[src/rtl/flag_cond_if.sv]
// Flag/condition bus between the ALU/branch control side (master) and the
// flag_cond_unit (slave).
interface flag_cond_if;
    logic [4:0] alu_flags;
    logic       flag_we;
    logic       cond_valid;
    logic [3:0] cond;
    logic       push;
    logic       pop;
    logic [4:0] psr;
    logic       cin;
    logic       take_valid;
    logic       take;
    logic       stk_full;
    logic       stk_empty;
    logic       stk_err;

    // cond_valid has no ready: the unit always accepts it, and answers with a
    // take_valid pulse exactly one cycle later (take is meaningful only then).
    modport master (
        output alu_flags, flag_we, cond_valid, cond, push, pop,
        input  psr, cin, take_valid, take, stk_full, stk_empty, stk_err
    );

    modport slave (
        input  alu_flags, flag_we, cond_valid, cond, push, pop,
        output psr, cin, take_valid, take, stk_full, stk_empty, stk_err
    );
endinterface

[src/rtl/flag_cond_unit.sv]
// Processor status register with ALU carry feedback, registered branch
// condition evaluation and a small PSR save stack for interrupt entry/exit.
module flag_cond_unit #(
    parameter int DEPTH  = 4,
    parameter bit BYPASS = 1'b1
) (
    input  logic       clk,
    input  logic       reset,
    flag_cond_if.slave bus
);
    localparam int PW = $clog2(DEPTH + 1);
    localparam int IW = (DEPTH > 1) ? $clog2(DEPTH) : 1;

    logic [4:0]    psr_q;
    logic [4:0]    psr_next;
    logic [PW-1:0] ptr_q;
    logic [PW-1:0] ptr_next;
    logic [4:0]    stk_mem [DEPTH];
    logic          take_valid_q;
    logic          take_q;
    logic          full_q;
    logic          empty_q;
    logic          err_q;

    logic          at_full;
    logic          at_empty;
    logic          push_req;
    logic          pop_req;
    logic          push_ok;
    logic          pop_ok;
    logic          err_set;
    logic [IW-1:0] wr_idx;
    logic [IW-1:0] top_idx;
    logic [4:0]    eval_flags;

    // Flags are {Z,C,F,N,L}; N and L are the signed/unsigned less-than results.
    function automatic logic eval_cond(input logic [3:0] code, input logic [4:0] f);
        logic z, c, v, n, l;
        logic r;
        z = f[4];
        c = f[3];
        v = f[2];
        n = f[1];
        l = f[0];
        case (code)
            4'h0:    r = z;
            4'h1:    r = ~z;
            4'h2:    r = ~n;
            4'h3:    r = c;
            4'h4:    r = ~c;
            4'h5:    r = ~l & ~z;
            4'h6:    r = l | z;
            4'h7:    r = l;
            4'h8:    r = ~l;
            4'h9:    r = ~n & ~z;
            4'hA:    r = n | z;
            4'hB:    r = v;
            4'hC:    r = ~v;
            4'hD:    r = n;
            4'hE:    r = 1'b1;
            default: r = 1'b0;
        endcase
        return r;
    endfunction

    always_comb begin
        at_full  = (ptr_q == PW'(DEPTH));
        at_empty = (ptr_q == '0);
        // Simultaneous push and pop cancel each other entirely.
        push_req = bus.push & ~bus.pop;
        pop_req  = bus.pop & ~bus.push;
        push_ok  = push_req & ~at_full;
        pop_ok   = pop_req & ~at_empty;
        err_set  = (push_req & at_full) | (pop_req & at_empty);
        wr_idx   = IW'(ptr_q);
        top_idx  = IW'(ptr_q - 1'b1);

        psr_next = psr_q;
        if (pop_ok) begin
            psr_next = stk_mem[top_idx];
        end else if (bus.flag_we) begin
            psr_next = bus.alu_flags;
        end

        ptr_next = ptr_q;
        if (push_ok) begin
            ptr_next = ptr_q + 1'b1;
        end else if (pop_ok) begin
            ptr_next = ptr_q - 1'b1;
        end

        eval_flags = BYPASS ? psr_next : psr_q;
    end

    always_ff @(posedge clk) begin
        if (reset) begin
            psr_q        <= '0;
            ptr_q        <= '0;
            take_valid_q <= 1'b0;
            take_q       <= 1'b0;
            full_q       <= 1'b0;
            empty_q      <= 1'b1;
            err_q        <= 1'b0;
        end else begin
            psr_q        <= psr_next;
            ptr_q        <= ptr_next;
            take_valid_q <= bus.cond_valid;
            take_q       <= bus.cond_valid ? eval_cond(bus.cond, eval_flags) : 1'b0;
            full_q       <= (ptr_next == PW'(DEPTH));
            empty_q      <= (ptr_next == '0);
            err_q        <= err_q | err_set;
        end
    end

    // Stack storage needs no reset; the pointer alone defines what is valid.
    // The saved value is the pre-edge psr, so a same-cycle flag_we is not seen.
    always_ff @(posedge clk) begin
        if (!reset && push_ok) begin
            stk_mem[wr_idx] <= psr_q;
        end
    end

    assign bus.psr        = psr_q;
    assign bus.cin        = psr_q[3];
    assign bus.take_valid = take_valid_q;
    assign bus.take       = take_q;
    assign bus.stk_full   = full_q;
    assign bus.stk_empty  = empty_q;
    assign bus.stk_err    = err_q;
endmodule

[src/flat_wrapper.sv]
// flat-port wrapper written by rule: the top's interface ports become plain ports
module flag_cond_unit_flat 
#(
    parameter int DEPTH  = 4,
    parameter bit BYPASS = 1'b1
)
  (clk, reset, bus_alu_flags, bus_flag_we, bus_cond_valid, bus_cond, bus_push, bus_pop, bus_psr, bus_cin, bus_take_valid, bus_take, bus_stk_full, bus_stk_empty, bus_stk_err);
  flag_cond_if bus_i ();
  input  logic clk;
  input  logic reset;
  input wire logic [$bits(bus_i.alu_flags)-1:0] bus_alu_flags;
  input wire logic [$bits(bus_i.flag_we)-1:0] bus_flag_we;
  input wire logic [$bits(bus_i.cond_valid)-1:0] bus_cond_valid;
  input wire logic [$bits(bus_i.cond)-1:0] bus_cond;
  input wire logic [$bits(bus_i.push)-1:0] bus_push;
  input wire logic [$bits(bus_i.pop)-1:0] bus_pop;
  output wire logic [$bits(bus_i.psr)-1:0] bus_psr;
  output wire logic [$bits(bus_i.cin)-1:0] bus_cin;
  output wire logic [$bits(bus_i.take_valid)-1:0] bus_take_valid;
  output wire logic [$bits(bus_i.take)-1:0] bus_take;
  output wire logic [$bits(bus_i.stk_full)-1:0] bus_stk_full;
  output wire logic [$bits(bus_i.stk_empty)-1:0] bus_stk_empty;
  output wire logic [$bits(bus_i.stk_err)-1:0] bus_stk_err;
  assign bus_i.alu_flags = bus_alu_flags;
  assign bus_i.flag_we = bus_flag_we;
  assign bus_i.cond_valid = bus_cond_valid;
  assign bus_i.cond = bus_cond;
  assign bus_i.push = bus_push;
  assign bus_i.pop = bus_pop;
  assign bus_psr = bus_i.psr;
  assign bus_cin = bus_i.cin;
  assign bus_take_valid = bus_i.take_valid;
  assign bus_take = bus_i.take;
  assign bus_stk_full = bus_i.stk_full;
  assign bus_stk_empty = bus_i.stk_empty;
  assign bus_stk_err = bus_i.stk_err;
  flag_cond_unit #(.DEPTH(DEPTH), .BYPASS(BYPASS)) u_core (.clk(clk), .reset(reset), .bus(bus_i));
endmodule
[config.mk]
export PLATFORM = sky130hd
export DESIGN_NAME = flag_cond_unit_flat
export DESIGN_NICKNAME = d
export VERILOG_FILES = /design/src/rtl/flag_cond_if.sv /design/src/rtl/flag_cond_unit.sv /design/src/flat_wrapper.sv
export SDC_FILE = /design/constraint.sdc
export NUM_CORES = 1
export LEC_CHECK = 0
export BUFFER_PORTS_ARGS = -buffer_cell sky130_fd_sc_hd__buf_2
export CAP_MARGIN = 15
export CORE_ASPECT_RATIO = 1.4
export CORE_MARGIN = 2
export CORE_UTILIZATION = 35
export CTS_CLUSTER_SIZE = 25
export DETAILED_ROUTE_END_ITERATION = 7
export PLACE_DENSITY = 0.5
export SLEW_MARGIN = 20
export SYNTH_ARGS = -nofsm -noshare
export SYNTH_HDL_FRONTEND = slang
export SYNTH_SLANG_ARGS = --single-unit
[constraint.sdc]
create_clock -name clk -period 2.73 [get_ports clk]
set_input_delay 0.4095 -clock clk [delete_from_list [all_inputs] [get_ports clk]]
set_output_delay 0.4095 -clock clk [all_outputs]
set_load 0.01 [all_outputs]
==> impl_results.md <==
* Count of final max-slew check failures at 0
* Final hold violations at 0
* CP arrival at around 2.6 ns
* FFs w/ async S/R, synth at 0%
* IO buf count at 25
* Number of CTS-inserted buffers at 5
* Core Util, Final at 41.07%
* Clock tree buffer depth at 2
* Area grow syn2layout at 14.44%
* Dpl hpwl at ~3.0 mm
* CP Max Fanout at 13
* Drt pass-1 iters at 4
* Period utilisation layout at between 80% and 90%
* Routed WL at roughly 3.9 mm
* Leading register cell type out of synthesis: edfxtp_1
* Initial antenna violation count at 0
* Total I/O pin count at 26
* Diodes inserted at 0
* Yosys reg bits at 33
* Hold Buf Count CTS at 0
* Commonest non-fill, non-tap cell in the layout: buf_2
* Max Clk Rate at roughly 430 MHz
* Starting Density at between 30% and 40%
* R2R depth at 7
* Area leader, netlist: edfxtp_1
* DR WL/cell at ~16 um
* Vias per inst at 5.252
* EDFF count, synth at 20
* Slew at the pin closest to its max-slew limit at about 0.63 ns
* Worst setup EP type: flip-flop
* Worst hold path cell count at 2
* Chip width at approximately 63 um
* Largest net degree at the start of global routing at 14
* Final setup violation count at 0
* DR vias at 1,292
* Vias in the first global route at around 1,300
* Fin Setup TNS at 0 ns
* Max_cap viols at 0
* Status: finished, final reports clean
* Post-layout net count at approximately 200
* Antenna-violating nets left at 0
* Distinct cells, synth at 45
* Static Leak at roughly 0.76 nW
* Unrepaired setup endpoints after global routing: no
* Reg2Reg Setup Slack at 0.40 ns
* TritonCTS clock tree: done
* Startpoint types: flip-flop
* Hold Path Sink: u_core.bus.take_valid
* Most frequent cells in the layout: buf_2, edfxtp_1, nor2_1
* Minimum clock period at ~2.3 ns
* Share of the synthesized area in the top cell type at between 30% and 40%
* Register clock-pin slew on the reported worst setup and hold paths at approximately 0.07 ns
* Post-CTS resize count at 0
* Placer Congestion at roughly 0.91
* Worst-Skew Late Latency at approximately 0.29 ns
* Syn_nets at around 180
* Htree depth at 2
* Hold Startpoint: bus_cond_valid
* Syn Std Cell Area at around 1700 um2
* All-Layer GR Usage at between 10% and 20%
* Relative slew slack at between 50 and 60%
* PD cells at roughly 630 nW/um2
* GRT Residual Overflow at 0
* Setup Buffers After CTS at 0
* Critical path class: reg2reg
* Root buf cell: clkbuf_8
* Die Y at approximately 87 um
* Global-route wire length before repair at 6.444 mm
* Worst flop-to-flop path startpoint: u_core.ptr_q[1]
* Num rows at 30
* Layout Skew at between 0.008 and 0.009 ns
* Hold Crit Class: in2reg
* R2r endpoint: u_core.bus.take
* DRC at 0
* Mean Syn Cell Area at roughly 11 um2
* DRT iter0 DRCs at 61
* Post-synthesis sequential area ratio at 49.93%
* # clock sinks at 33
* Ys Warns at 0
* Post-Synthesis Cells at between 150 and 200
* Core ar. at slightly below 5000 um2
* Die area at between 5000 and 6000 um2
* Worst EP required at 2.95 ns
* Worst IR Drop VDD at about 0.42 mV
* Layout cells sized above 1 at around 23%
* Ranking of synthesized cells by area: edfxtp_1, dfxtp_1, mux4_1
how the worst max path moves through the flow:
stage	startpoint	to	slack (ns)	depth (start not counted)
6_report	u_core.ptr_q[1]	u_core.bus.take	0.40	7
5_1_grt	u_core.ptr_q[1]	u_core.bus.take	0.17	7
4_1_cts	u_core.ptr_q[1]	u_core.bus.take	0.39	7
3_5_place_dp	u_core.ptr_q[1]	u_core.bus.take	0.39	7
3_3_place_gp	u_core.ptr_q[1]	u_core.bus.take	0.44	8
2_1_floorplan	u_core.ptr_q[0]	u_core.bus.take	0.56	9
through the flow:
stage	setup WS, ns	cells	cell area [um2]	power [mW]	hold WS, ns
final	0.3966	246	1973	1.237	0.3923
after global routing	0.1696	246	1973	1.322	0.3808
after CTS	0.3884	246	1973	1.254	0.3863
after detailed placement	0.3864	238	1892	0.9075	0.4660
after global placement	0.4394	238	1892	0.9075	0.4519
after floorplan	0.5623	155	1724	0.8228	0.4928
per-layer routing:
layer | vias to the layer above | global-route usage [%] | wire length, um
met5 | - | 0 | 0
met4 | 0 | 8.893 | 111
met3 | 8 | 4.657 | 186
met2 | 32 | 28.23 | 2049
met1 | 615 | 16.27 | 1592
li1 | 637 | - | -
layout make-up:
cell class                      count  area [um2]
Multi-Input combinational cell    108       788.3
Timing Repair Buffer               27       140.1
Inverter                            6       22.52
Sequential cell                    33       860.8
Clock inverter                      3       12.51
Fill cell                         510        2831
Clock buffer                        5       68.82
Tap cell                           64       80.08
critical path, cell delays in order (launching register included):
cell	delay [ns]
dfxtp_1	0.40
inv_1	0.12
ha_1	0.54
mux4_2	0.38
o21ai_1	0.24
nand3_1	0.16
a311o_1	0.28
a31oi_1	0.16
registers in the layout (all words and copies together) (netlist names):
name / count
u_core.bus.psr: 5
u_core.bus.stk_empty: 1
u_core.bus.stk_err: 1
u_core.bus.stk_full: 1
u_core.bus.take: 1
u_core.bus.take_valid: 1
u_core.ptr_q: 3
u_core.stk_mem: 20
power breakdown:
part	switching (mW)	internal, mW	total [mW]
combinational	0.174	0.130	0.304
sequential	0.0269	0.566	0.593
clock	0.169	0.171	0.341
total	0.370	0.867	1.24
cells by family after synthesis:
logic type | synth area share, %
AOI/OAI and AO/OA | 14.37
xor gates and xnor gates | 0.5081
adders and majority gates | 3.628
buffers and inverters | 4.353
DFF | 49.93
muxes | 10.74
and+or+nand+nor | 16.47
synth_stat cells, types with 2 or more instances:
| library cell | count |
|---|---|
| a21oi_1 | 11 |
| ha_1 | 5 |
| nor2b_1 | 4 |
| mux2i_1 | 5 |
| nor3_1 | 4 |
| nand3_1 | 7 |
| mux4_1 | 3 |
| dfxtp_1 | 13 |
| edfxtp_1 | 20 |
| nand4_1 | 2 |
| o21ai_0 | 10 |
| or2b_2 | 2 |
| mux4_2 | 2 |
| nand3b_1 | 2 |
| buf_2 | 3 |
| o2111ai_1 | 2 |
| nand2_1 | 5 |
| and2_1 | 5 |
| and2b_2 | 2 |
| inv_1 | 6 |
| buf_4 | 3 |
| nor2_1 | 16 |
No activity file was read; power rests on OpenSTA's default activity.
